===== config.mk =====
export PLATFORM = sky130hd
export DESIGN_NAME = reg_file_tracked_flat
export DESIGN_NICKNAME = d
export VERILOG_FILES = /design/src/rtl/reg_file_pkg.sv /design/src/rtl/reg_file_tracked_if.sv /design/src/rtl/reg_file_valid_tracker.sv /design/src/rtl/reg_file_tracked.sv /design/src/flat_wrapper.sv
export SDC_FILE = /design/constraint.sdc
export NUM_CORES = 1
export LEC_CHECK = 0
export CORE_ASPECT_RATIO = 0.8
export CORE_MARGIN = 5
export CORE_UTILIZATION = 56
export DETAILED_ROUTE_END_ITERATION = 8
export PLACE_DENSITY = 0.79
export SLEW_MARGIN = 5
export SYNTH_ARGS = -nofsm -noshare
export SYNTH_HDL_FRONTEND = slang
export SYNTH_SLANG_ARGS = --single-unit

===== constraint.sdc =====
create_clock -name clk -period 3.5 [get_ports clk]
set_clock_uncertainty 0.05 [all_clocks]
set_input_delay 0.7 -clock clk [delete_from_list [all_inputs] [get_ports clk]]
set_output_delay 0.7 -clock clk [all_outputs]
set_load 0.05 [all_outputs]

===== src/rtl/reg_file_pkg.sv =====
// reg_file_pkg -- shared types and default sizes for the tracked register file.
//   err_code_t : classified error code reported on err_code
//   DEF_*      : default parameter values used by the interface and the top
package reg_file_pkg;

  typedef enum logic [1:0] {
    ERR_NONE     = 2'b00,
    ERR_CONFLICT = 2'b01,
    ERR_INVALID  = 2'b10,
    ERR_RANGE    = 2'b11
  } err_code_t;

  localparam int DEF_DATA_W   = 8;
  localparam int DEF_DEPTH    = 8;
  localparam int DEF_ERRCNT_W = 8;

endpackage


===== src/rtl/reg_file_tracked_if.sv =====
// reg_file_tracked_if -- command/response bundle of the tracked register file.
//   master modport: drives din/addr/wr/rd/clr, observes the results
//   slave modport : the register file side
//   din/addr/wr/rd/clr : one command per cycle
//   dout/dout_valid    : read data and its validity
//   error/err_code     : one-cycle error pulse and its class
//   used/err_cnt       : occupancy and saturating error count
interface reg_file_tracked_if
  import reg_file_pkg::*;
#(
  parameter int DATA_W   = DEF_DATA_W,
  parameter int DEPTH    = DEF_DEPTH,
  parameter int ERRCNT_W = DEF_ERRCNT_W
);
  localparam int ADDR_W = $clog2(DEPTH);

  logic [DATA_W-1:0]   din;
  logic [ADDR_W-1:0]   addr;
  logic                wr;
  logic                rd;
  logic                clr;
  logic [DATA_W-1:0]   dout;
  logic                dout_valid;
  logic                error;
  err_code_t           err_code;
  logic [ADDR_W:0]     used;
  logic [ERRCNT_W-1:0] err_cnt;

  modport master (
    output din, addr, wr, rd, clr,
    input  dout, dout_valid, error, err_code, used, err_cnt
  );

  modport slave (
    input  din, addr, wr, rd, clr,
    output dout, dout_valid, error, err_code, used, err_cnt
  );

endinterface


===== src/rtl/reg_file_valid_tracker.sv =====
// reg_file_valid_tracker -- per-entry valid bits and the count of valid entries.
//   clk, resetn : clock and synchronous active-low reset
//   set, clear  : mark entry idx valid / invalid (never both in one cycle)
//   idx         : entry index, already range-checked by the caller
//   valid       : valid bit per entry
//   used        : number of valid entries; moves only when a bit actually flips
module reg_file_valid_tracker #(
  parameter int DEPTH  = 8,
  parameter int ADDR_W = $clog2(DEPTH)
) (
  input  logic              clk,
  input  logic              resetn,
  input  logic              set,
  input  logic              clear,
  input  logic [ADDR_W-1:0] idx,
  output logic [DEPTH-1:0]  valid,
  output logic [ADDR_W:0]   used
);

  localparam logic [ADDR_W:0] USED_ONE = (ADDR_W+1)'(1);

  // Valid vector and occupancy; the count follows bit transitions only, so
  // re-writing a valid entry or clearing an invalid one leaves it unchanged.
  always_ff @(posedge clk) begin
    if (!resetn) begin
      valid <= '0;
      used  <= '0;
    end else if (set) begin
      if (!valid[idx]) begin
        used <= used + USED_ONE;
      end
      valid[idx] <= 1'b1;
    end else if (clear) begin
      if (valid[idx]) begin
        used <= used - USED_ONE;
      end
      valid[idx] <= 1'b0;
    end
  end

endmodule


===== src/rtl/reg_file_tracked.sv =====
// reg_file_tracked -- parametrised flip-flop register file with valid tracking.
//   clk    : clock, rising edge
//   resetn : synchronous active-low reset (clears valid bits, outputs, counters;
//            memory contents are kept but unreadable until rewritten)
//   bus    : reg_file_tracked_if.slave (din/addr/wr/rd/clr in,
//            dout/dout_valid/error/err_code/used/err_cnt out)
// Build option: define REGFILE_OUT_PIPE_EN to add one more register stage on
// dout, dout_valid, error and err_code (latency 2 instead of 1); used and
// err_cnt keep their timing.
module reg_file_tracked
  import reg_file_pkg::*;
#(
  parameter int DATA_W   = DEF_DATA_W,
  parameter int DEPTH    = DEF_DEPTH,
  parameter int ADDR_W   = $clog2(DEPTH),
  parameter int ERRCNT_W = DEF_ERRCNT_W
) (
  input  logic              clk,
  input  logic              resetn,
  reg_file_tracked_if.slave bus
);

  localparam logic [ADDR_W:0]     DEPTH_V = (ADDR_W+1)'(DEPTH);
  localparam logic [ERRCNT_W-1:0] CNT_ONE = ERRCNT_W'(1);

  logic [DATA_W-1:0]   mem_r [DEPTH];
  logic [DEPTH-1:0]    valid_s;
  logic [ADDR_W:0]     used_s;

  logic                conflict_s;
  logic                any_cmd_s;
  logic                in_range_s;
  logic                set_s;
  logic                clear_s;
  logic                rd_ok_s;
  logic                err_s;
  err_code_t           code_s;

  logic [DATA_W-1:0]   dout_r;
  logic                dout_valid_r;
  logic                error_r;
  err_code_t           err_code_r;
  logic [ERRCNT_W-1:0] err_cnt_r;

  assign conflict_s = (bus.wr & bus.rd) | (bus.wr & bus.clr) | (bus.rd & bus.clr);
  assign any_cmd_s  = bus.wr | bus.rd | bus.clr;
  assign in_range_s = ({1'b0, bus.addr} < DEPTH_V);

  // Prioritised command decode: conflict, range, write, clear, read.
  always_comb begin
    set_s   = 1'b0;
    clear_s = 1'b0;
    rd_ok_s = 1'b0;
    err_s   = 1'b0;
    code_s  = ERR_NONE;
    if (conflict_s) begin
      err_s  = 1'b1;
      code_s = ERR_CONFLICT;
    end else if (any_cmd_s && !in_range_s) begin
      err_s  = 1'b1;
      code_s = ERR_RANGE;
    end else if (bus.wr) begin
      set_s = 1'b1;
    end else if (bus.clr) begin
      clear_s = 1'b1;
    end else if (bus.rd) begin
      if (valid_s[bus.addr]) begin
        rd_ok_s = 1'b1;
      end else begin
        err_s  = 1'b1;
        code_s = ERR_INVALID;
      end
    end else begin
      code_s = ERR_NONE;
    end
  end

  reg_file_valid_tracker #(
    .DEPTH  (DEPTH),
    .ADDR_W (ADDR_W)
  ) u_tracker (
    .clk    (clk),
    .resetn (resetn),
    .set    (set_s),
    .clear  (clear_s),
    .idx    (bus.addr),
    .valid  (valid_s),
    .used   (used_s)
  );

  // Data storage: no reset, a write during reset is suppressed.
  always_ff @(posedge clk) begin
    if (resetn && set_s) begin
      mem_r[bus.addr] <= bus.din;
    end
  end

  // First output stage and saturating error counter.
  always_ff @(posedge clk) begin
    if (!resetn) begin
      dout_r       <= '0;
      dout_valid_r <= 1'b0;
      error_r      <= 1'b0;
      err_code_r   <= ERR_NONE;
      err_cnt_r    <= '0;
    end else begin
      dout_r       <= rd_ok_s ? mem_r[bus.addr] : '0;
      dout_valid_r <= rd_ok_s;
      error_r      <= err_s;
      err_code_r   <= code_s;
      if (err_s && (err_cnt_r != '1)) begin
        err_cnt_r <= err_cnt_r + CNT_ONE;
      end
    end
  end

`ifdef REGFILE_OUT_PIPE_EN
  logic [DATA_W-1:0] dout_p_r;
  logic              dout_valid_p_r;
  logic              error_p_r;
  err_code_t         err_code_p_r;

  // Extra output stage, flushed by reset.
  always_ff @(posedge clk) begin
    if (!resetn) begin
      dout_p_r       <= '0;
      dout_valid_p_r <= 1'b0;
      error_p_r      <= 1'b0;
      err_code_p_r   <= ERR_NONE;
    end else begin
      dout_p_r       <= dout_r;
      dout_valid_p_r <= dout_valid_r;
      error_p_r      <= error_r;
      err_code_p_r   <= err_code_r;
    end
  end

  assign bus.dout       = dout_p_r;
  assign bus.dout_valid = dout_valid_p_r;
  assign bus.error      = error_p_r;
  assign bus.err_code   = err_code_p_r;
`else
  assign bus.dout       = dout_r;
  assign bus.dout_valid = dout_valid_r;
  assign bus.error      = error_r;
  assign bus.err_code   = err_code_r;
`endif

  assign bus.used    = used_s;
  assign bus.err_cnt = err_cnt_r;

endmodule


===== src/flat_wrapper.sv =====
// flat-port wrapper written by rule: the top's interface ports become plain ports
module reg_file_tracked_flat import reg_file_pkg::*;
#(
  parameter int DATA_W   = DEF_DATA_W,
  parameter int DEPTH    = DEF_DEPTH,
  parameter int ADDR_W   = $clog2(DEPTH),
  parameter int ERRCNT_W = DEF_ERRCNT_W
)
  (clk, resetn, bus_din, bus_addr, bus_wr, bus_rd, bus_clr, bus_dout, bus_dout_valid, bus_error, bus_err_code, bus_used, bus_err_cnt);
  reg_file_tracked_if #(.DATA_W(DATA_W), .DEPTH(DEPTH), .ERRCNT_W(ERRCNT_W)) bus_i ();
  input  logic clk;
  input  logic resetn;
  input wire logic [$bits(bus_i.din)-1:0] bus_din;
  input wire logic [$bits(bus_i.addr)-1:0] bus_addr;
  input wire logic [$bits(bus_i.wr)-1:0] bus_wr;
  input wire logic [$bits(bus_i.rd)-1:0] bus_rd;
  input wire logic [$bits(bus_i.clr)-1:0] bus_clr;
  output wire logic [$bits(bus_i.dout)-1:0] bus_dout;
  output wire logic [$bits(bus_i.dout_valid)-1:0] bus_dout_valid;
  output wire logic [$bits(bus_i.error)-1:0] bus_error;
  output wire logic [$bits(bus_i.err_code)-1:0] bus_err_code;
  output wire logic [$bits(bus_i.used)-1:0] bus_used;
  output wire logic [$bits(bus_i.err_cnt)-1:0] bus_err_cnt;
  assign bus_i.din = bus_din;
  assign bus_i.addr = bus_addr;
  assign bus_i.wr = bus_wr;
  assign bus_i.rd = bus_rd;
  assign bus_i.clr = bus_clr;
  assign bus_dout = bus_i.dout;
  assign bus_dout_valid = bus_i.dout_valid;
  assign bus_error = bus_i.error;
  assign bus_err_code = bus_i.err_code;
  assign bus_used = bus_i.used;
  assign bus_err_cnt = bus_i.err_cnt;
  reg_file_tracked #(.DATA_W(DATA_W), .DEPTH(DEPTH), .ADDR_W(ADDR_W), .ERRCNT_W(ERRCNT_W)) u_core (.clk(clk), .resetn(resetn), .bus(bus_i));
endmodule

### Yosys cells after proc, flatten, opt, wreduce, memory -nomap -nowiden

Memories as Yosys holds them, arrays and structs flattened. A register that Yosys moved wholly into a read port is not among the register bits.
Cells that the tools add are included.

* bits in latches: 0
* memories: 1
* bits in read-only memories: 0
* bits in writable memories: 64
* word-level logic and storage cells: 66
* register bits after elaboration: 24

Memories
* u_core.mem_r: words 8, bits a word 8, rd ports 1, clocked after memory_dff 1, write ports 1, RTL line reg_file_tracked.sv:26 `logic [DATA_W-1:0] mem_r [DEPTH];`

* add/subtract/negate cells: 3
* multipliers: 0
* reductions and logical operators: 9
* bitwise operators: 10
* $lt $le $gt $ge: 2
* multiplexer cells: 32
* divide/modulo/power cells: 0
* shift operators: 0
* equality and inequality tests: 2

Operator list (number)
* two-way mux 1 bit: 23
* two-way mux 4 bit: 4
* two-way mux 8 bit: 2
* adder 8 x 1 -> 8 bit, second input constant: 1
* AND 8 bit: 1
* inequality test 8 bit, second input constant: 1
* inverter 8 bit: 1
* OR 8 bit: 1
* OR reduction 5 bit: 1
* adder 4 x 1 -> 4 bit, second input constant: 1
* < comparator 3 x 4 -> 1 bit, second input constant: 1
* nonzero test 2 bit: 2
* subtractor 4 x 1 -> 4 bit, second input constant: 1
* AND 1 bit: 3
* binary-select mux 1 bit (select 3 bit): 1
* demux 1 bit (select 3 bit): 1
* >= comparator 3 x 1 -> 1 bit, second input constant: 1
* logical AND 1 bit: 3
* AND reduction 3 bit: 1
* two-way mux 2 bit: 1
* inequality test 2 bit, second input constant: 1
* inverter 1 bit: 2
* OR 1 bit: 2
* AND reduction 2 bit: 1
* zero test 1 bit: 1

### Logic depth before layout (Yosys ltp)

Gate-level depths: netlist of the first run.

* depth after elaboration: 9
* gate-level depth with buffers: 9

### By module

A second synthesis of the first run with hierarchy kept.

* cell total of the unflattened synthesis: 271
* area total of the unflattened synthesis: 4013.8 um^2

By module, submodules not included
* reg_file_tracked: instances 1, cells each 200, area an instance 3335.7 um^2, sequential area each 2322.2 um^2
* reg_file_valid_tracker: instances 1, cells each 71, area an instance 678.2 um^2, sequential area each 240.2 um^2

### Least setup slack after synthesis of the first run

No wires, ideal clock.

* path kind: input to register
* from: input port bus_clr
* to: memory u_core.mem_r[0][0] (netlist bit), enable pin
* slack: 0.709 ns
* arrival: 2.358 ns
* path buffers: 1
* required time: 3.067 ns
* library setup time: 0.383 ns
* cell stages on the path: 5
* path through: buf_2 nor3_1 inv_1 or3_1 nor3_1

* longest elaborated chain between the ends: 7
* elaborated cells on any way between the ends: 8
* those cells by class: 3 x mux; 4 x bitwise; 1 x reduce/logical

RTL lines
* start: declaration: RTL line flat_wrapper.sv:17 `input wire logic [$bits(bus_i.clr)-1:0] bus_clr;`
* AND 1 bit: RTL line reg_file_tracked.sv:45 `assign conflict_s = (bus.wr & bus.rd) | (bus.wr & bus.clr) | (bus.rd & bus.clr);`
* OR 1 bit: RTL line reg_file_tracked.sv:45
* OR 1 bit (*): RTL line reg_file_tracked.sv:45
* two-way mux 1 bit (*): RTL line reg_file_tracked.sv:56 `if (conflict_s) begin`
* logical AND 1 bit (*): RTL line reg_file_tracked.sv:93 `if (resetn && set_s) begin`
* two-way mux 1 bit (*): RTL line reg_file_tracked.sv:93
* two-way mux 1 bit (not written as such) (*): RTL line reg_file_tracked.sv:94 `mem_r[bus.addr] <= bus.din;`
* end: declaration: RTL line reg_file_tracked.sv:26

Mark *: on every way between the ends. The rest lies on a longest branch, timed or not.

### Worst setup path in the final report of the first run

* from: input port bus_wr
* to: register u_core.u_tracker.used[3]

* longest elaborated chain between the ends: 6
* elaborated cells on any way between the ends: 13
* those cells by class: 1 x eq/ne; 5 x mux; 4 x bitwise; 3 x reduce/logical

RTL lines
* start: declaration: RTL line flat_wrapper.sv:15 `input wire logic [$bits(bus_i.wr)-1:0] bus_wr;`
* AND 1 bit: RTL line reg_file_tracked.sv:45
* OR 1 bit (2 in a row): RTL line reg_file_tracked.sv:45
* two-way mux 1 bit: RTL line reg_file_tracked.sv:56
* inequality test 2 bit (no line) / nonzero test 2 bit (equally long branches)
* AND reduction 3 bit (no line)
* end signal: assignment: RTL line reg_file_valid_tracker.sv:30 `used <= used + USED_ONE;`
* end signal: assignment: RTL line reg_file_valid_tracker.sv:35 `used <= used - USED_ONE;`
* end: declaration: RTL line reg_file_valid_tracker.sv:17 `output logic [ADDR_W:0] used`

Several ways; a longest one is shown, not always the timed one.
A chain may end at the register's enable or synchronous reset.

==> results of run 1 <==
[state kept, by name, summed over array words and instances (netlist names), named ones only]
signal	cells
u_core.mem_r	64
u_core.bus.dout	8
u_core.bus.err_cnt	8
u_core.u_tracker.used	4
u_core.bus.err_code	2
u_core.bus.dout_valid	1
u_core.bus.error	1
[cell families after synthesis]
family | Yosys count | synth area share [%]
fa+ha+maj | 4 | 1.45
buf+inv | 24 | 2.71
mux | 38 | 11.5
flops | 96 | 64.5
simple gates | 95 | 11.7
compound gates | 44 | 7.50
xor+xnor | 3 | 0.662
[metrics by stage]
step,area [sq um],setup WS (ns),hold WS (ns)
2_1_floorplan,3970,0.709,0.410
3_3_place_gp,4500,0.530,0.410
3_5_place_dp,4500,0.490,0.422
4_1_cts,4680,0.791,0.433
5_1_grt,4680,0.620,0.460
6_report,4680,0.776,0.428
[cell usage after synthesis (all sizes together)]
cell type	number	area share (%)
a41oi	1	0.22
nand2b	6	0.95
and4	2	0.44
o211ai	2	0.38
nor4	3	0.47
xor2	3	0.66
nand4	1	0.16
a221oi	2	0.44
or4	2	0.38
clkbuf	14	1.3
nand2	20	1.9
buf	5	0.91
or3	2	0.32
o21a	2	0.38
a211oi	1	0.19
a31o	1	0.22
mux2i	23	5.8
o21ai	6	0.76
fa	1	0.50
nand3b	4	0.76
o22ai	2	0.32
o21bai	1	0.19
dfxtp	32	16
nand3	11	1.4
nor3	9	1.1
mux2	10	2.8
nor2b	2	0.32
inv	5	0.47
a22oi	5	0.95
ha	3	0.95
a221o	2	0.50
a31oi	1	0.16
nand4b	3	0.66
edfxtp	64	48
a21oi	15	1.9
mux4	5	2.8
nor2	30	2.8
o31ai	3	0.91
[critical path: stages]
cell	delay [ns]
clkdlybuf4s50_1	0.63
inv_1	0.10
nor3_1	0.32
inv_1	0.16
ha_1	0.34
a21oi_1	0.14
nand2_1	0.08
nor4_1	0.17
a31o_2	0.15
mux2i_1	0.17
[final timing paths]
check	to	cells after the start
min reg2reg	u_core.u_tracker.used[3]	2
max	u_core.u_tracker.used[3]	10
max reg2reg	u_core.bus.dout[2]	4
min	u_core.u_tracker.used[3]	2
[final cells by class]
cell class	count	area, sq um	share of cell area, %
multi-input cells	184	1300	27.8
inverters	5	18.8	0.401
well taps	87	109	2.32
flip-flops and latches	96	2560	54.7
clock buffers	14	174	3.71
repair buffers	55	505	10.8
clock inverters	2	12.5	0.267
[metal layers]
layer	vias to the layer above	global-route usage [%]
li1	1230	-
met1	1226	23.9
met2	85	28.8
met3	8	4.64
met4	0	5.65
met5	-	0
[power by group]
group / leakage, nW / switching, W / total [W] / internal (W)
Clock: 0.0918 / 0.000348 / 0.000670 / 0.000321
Sequential: 0.835 / 0.00000926 / 0.00123 / 0.00122
Combinational: 0.697 / 0.000114 / 0.000187 / 0.0000729
==> metrics, run 1 <==
run status=complete, no violations; detailed placement HPWL=about 5200 microns; DR vias=about 2500; warnings from Yosys=0; area enclosed by the die boundary=8890 sq um; most frequent standard cell in the layout excluding fill and tap cells=edfxtp_1; RSZ-0062 raised after global routing=no; summed instance area of the synthesized netlist=around 4000 sq um; vias per std cell=between 5 and 6; total number of placement rows=27; wire length of the first global-routing pass=~12000 microns; post-route met1 wirelength=between 3000 and 4000 microns; worst slew margin relative to its limit=around three fifths; critical path peak fanout=6; vertical die dimension=85.3 microns; power per unit of standard cell area=approximately 450 nW/um^2; detailed route wirelength on metal3=661 microns; leakage power figure=1.62 nW; category of the worst setup path launch point=primary input; violation count after the first detailed-routing iteration=~120; Placer Congestion=about 0.78; Mapped Cells=between 300 and 400; post-synth cell types=41; TritonCTS Sinks=between 90 and 100; part of the Yosys area used for sequential elements=64.5%; Period minus WS final=around 2.7 ns; source of the worst hold timing path=u_core.u_tracker.used[3]; number of global-route vias before repair=~2400; ratio of final minimum period to clock period=~78%; met2 wire length=roughly 3800 microns; core region area=slightly below 7000 sq um; hold bufs inserted after CTS=0; Peak supply drop=between 300 and 400 uV; Inserted Diodes=0; clock latency at the later pin of the worst-skew pair=around 0.35 ns; cts repair resizes=0; Layout Area Growth over Synthesis=17.9%; count of nets left with antenna violations after detail routing=0; final core utilization=between 60% and 70%; initial core utilization=between 50 and 60%; Post-Place Cells=around 430; Final Total Pwr=0.00208 W; CTS Buf Count=9; routed wire length=7850 microns; Crit Path Category=primary input to flip-flop; signal arrival time at the worst endpoint=about 3.0 ns; wire per inst=roughly 18 microns; library cell used as clock root buffer=clkbuf_8; number of buffers added for setup after CTS=0; final routed DRC violation total=0; count of endpoints failing hold in the final timing report=0; final-layout fill cell count=between 500 and 600; remaining global-route overflow=0; largest net degree at the start of global routing=36; achievable frequency=roughly 370 MHz; total negative slack=0 ns; setup slack, reg-to-reg=~1.3 ns; H-tree depth=3; total of max-cap violations=0; final max-slew violation count=0; share of final-layout standard cells stronger than drive strength 1=about an eighth; post-synthesis sequential element count=96; total iterations of the first detailed-routing run=4; port buffer count=39; total setup violations reported at the end of the flow=0; net count after synthesis=324; highest-count cells in the layout ignoring fill and taps=64 x edfxtp_1, 38 x clkdlybuf4s50_1, 32 x dfxtp_1, 30 x nor2_1, 23 x mux2i_1; Worst Setup End Kind=flip-flop; required arrival time at the worst endpoint=around 3.7 ns; Final Net Count=approximately 370; worst slew pin tran=0.611 ns; clock-pin transition on the worst setup and hold timing paths=around 0.080 ns; CTS tree=done; highest routed metal layer=met4; initial antenna violation count=0; Avg Inst Size Synth=around 13 sq um; Max Root-Sink Buffers=2; GRT Util Overall=17.9%; overall die width=104 microns; number of top-level pins=40; final non-filler cell total=443; launch point of the critical path=bus_wr; Tightest Hold Check Type=flip-flop to flip-flop
No activity file was read; power rests on OpenSTA's default activity.
==> inputs of run 2 (changes only) <==
Settings changed: CORE_UTILIZATION 56 to 51, PLACE_DENSITY 0.79 to 0.76.
Clock period 3.5 ns to 2.2 ns, I/O delays scaled along.
==> metrics, run 2 (synthesized netlist as in run 1, its figures left out) <==
run status=complete, no violations; final routed DRC violation total=0 (unchanged); wire length of the first global-routing pass=13800 microns (+12%); vias per std cell=5.47 (-4.9%); ratio of final minimum period to clock period=about 97%; DR vias=2655 (+4.2%); fraction of power consumed by the clock network=30.3% (-1.8 points); largest delay contributor family on the critical path=buffers and inverters; total number of placement rows=28 (+3.7%); worst slew pin tran=0.715 ns (+0.104 ns); setup slack, reg-to-reg=0.32 ns (-1.02 ns); switching power=0.000792 W (+68%); total iterations of the first detailed-routing run=4 (unchanged); wire per inst=17.1 microns (-3.3%); detailed placement HPWL=5680 microns (+9.3%); Post-Place Cell Area=4730 sq um (+5.1%); final non-filler cell total=485 (+9.5%); fraction of power spent switching nets=24.1% (+1.5 points); clock-pin transition on the worst setup and hold timing paths=0.09 ns (about the same); Layout Area Growth over Synthesis=23.6%; share of final-layout standard cells stronger than drive strength 1=20.3% (+7.1 points); worst slew margin relative to its limit=52.2% (-6.8 points); overall die width=109 microns (+4.3%); Internal Dissipation=0.00249 W (+54%); final max-slew violation count=0 (unchanged); Peak supply drop=474 uV (+50%); Inserted Diodes=0 (unchanged); H-tree depth=3 (unchanged); required arrival time at the worst endpoint=1.71 ns (-2.02 ns); GRT Util Overall=19.0% (+1.1 points); RSZ-0062 raised after global routing=no; cell chain of the critical path=clkdlybuf4s50_1; count of endpoints failing hold in the final timing report=0 (unchanged); critical path peak fanout=5 (-1); highest-delay cell along the critical path=clkdlybuf4s50_1; number of global-route vias before repair=2635 (+9.8%); largest net degree at the start of global routing=32 (-11%); area enclosed by the die boundary=9660 sq um (+8.7%); total negative slack=0 ns (unchanged); total of max-cap violations=0 (unchanged); Post-Layout Inst Area=4910 sq um (+4.8%); final core utilization=65.5% (-2.5 points); Crit Path Category=flip-flop to primary output; signal arrival time at the worst endpoint=1.63 ns (-1.32 ns); Worst Setup End Kind=primary output; Tightest Hold Check Type=flip-flop to flip-flop; initial core utilization=53.0% (-4.7 points); number of buffers added for setup after CTS=0 (unchanged); sequential cell fraction of total power=59.6% (+0.7 points); initial antenna violation count=0 (unchanged); clock latency at the later pin of the worst-skew pair=0.36 ns (about the same); core region area=7500 sq um (+8.8%); Placer Congestion=0.770 (-0.84%); hold bufs inserted after CTS=0 (unchanged); vertical die dimension=88.9 microns (+4.2%); max FFs per register=64 (unchanged); Final Total Pwr=0.00328 W (+57%); power per unit of standard cell area=668 nW/um^2 (+50%); Final Net Count=395 (+6.5%); number of buffer and inverter stages on the critical path=1 (-2); routed wire length=8310 microns (+5.9%); Post-Place Cells=469 (+9.8%); port buffer count=39 (unchanged); register bank with the most flops=u_core.mem_r; total setup violations reported at the end of the flow=0 (unchanged); count of nets left with antenna violations after detail routing=0 (unchanged); combinational cell fraction of total power=10.1% (+1.1 points); highest-count cells in the layout ignoring fill and taps=64 x edfxtp_1, 39 x buf_4, 36 x clkdlybuf4s50_1, 32 x dfxtp_1, 28 x nor2_1; category of the worst setup path launch point=flip-flop; library cell used as clock root buffer=clkbuf_8; violation count after the first detailed-routing iteration=261 (+110%); leakage power figure=1.77 nW (+8.9%); delay of the slowest cell on the worst path=0.85 ns (+0.22 ns); achievable frequency=around 470 MHz; Period minus WS final=roughly 2.1 ns; CTS Buf Count=9 (unchanged); CTS tree=done; TritonCTS Sinks=96 (unchanged); remaining global-route overflow=0 (unchanged); cts repair resizes=0 (unchanged); Max Root-Sink Buffers=2 (unchanged); most frequent standard cell in the layout excluding fill and tap cells=edfxtp_1; number of top-level pins=40 (unchanged)
==> run 2: area by class of cell <==
type / instances / area (sq um)
Inverter: 5 / 18.8
Timing Repair Buffer: 79 / 703
Clock buffer: 11 / 131
Multi-Input combinational cell: 184 / 1330
Fill cell: 588 / 2590
Tap cell: 105 / 131
Sequential cell: 96 / 2560
Clock inverter: 5 / 32.5
==> run 2: path summary, 6_finish.rpt <==
kind | start | to | cells past startpoint
setup / recovery | u_core.bus.err_cnt[0] | bus_err_cnt[0] | 1
hold reg to reg | u_core.u_tracker.used[3] | u_core.u_tracker.used[3] | 2
hold / removal | u_core.u_tracker.used[3] | u_core.u_tracker.used[3] | 2
setup reg to reg | u_core.bus.err_cnt[0] | u_core.bus.err_cnt[3] | 6
==> run 2: layer usage <==
| metal | global-route usage, % | vias up | wire (microns) |
|---|---|---|---|
| met5 | 0 | - | 0 |
| met4 | 4.82 | 0 | 93 |
| met3 | 4.69 | 8 | 548 |
| met2 | 29.7 | 65 | 4070 |
| met1 | 27.1 | 1305 | 3610 |
| li1 | - | 1277 | - |
==> run 2: metrics by stage <==
stage	setup slack, ns	hold WS (ns)
floorplan	-0.118	0.410
global placement	-0.246	0.410
detailed placement	-0.307	0.424
CTS	0.0306	0.436
global route	0.0128	0.474
finish	0.0751	0.439
==> run 2: power groups by stage <==
stage               clock network [W]  registers (W)  logic, W
floorplan                           0        0.00204  0.000154
global placement                    0        0.00200  0.000322
detailed placement                  0        0.00200  0.000328
CTS                           0.00102        0.00195  0.000331
global route                  0.00111        0.00196  0.000361
finish                       0.000994        0.00195  0.000332
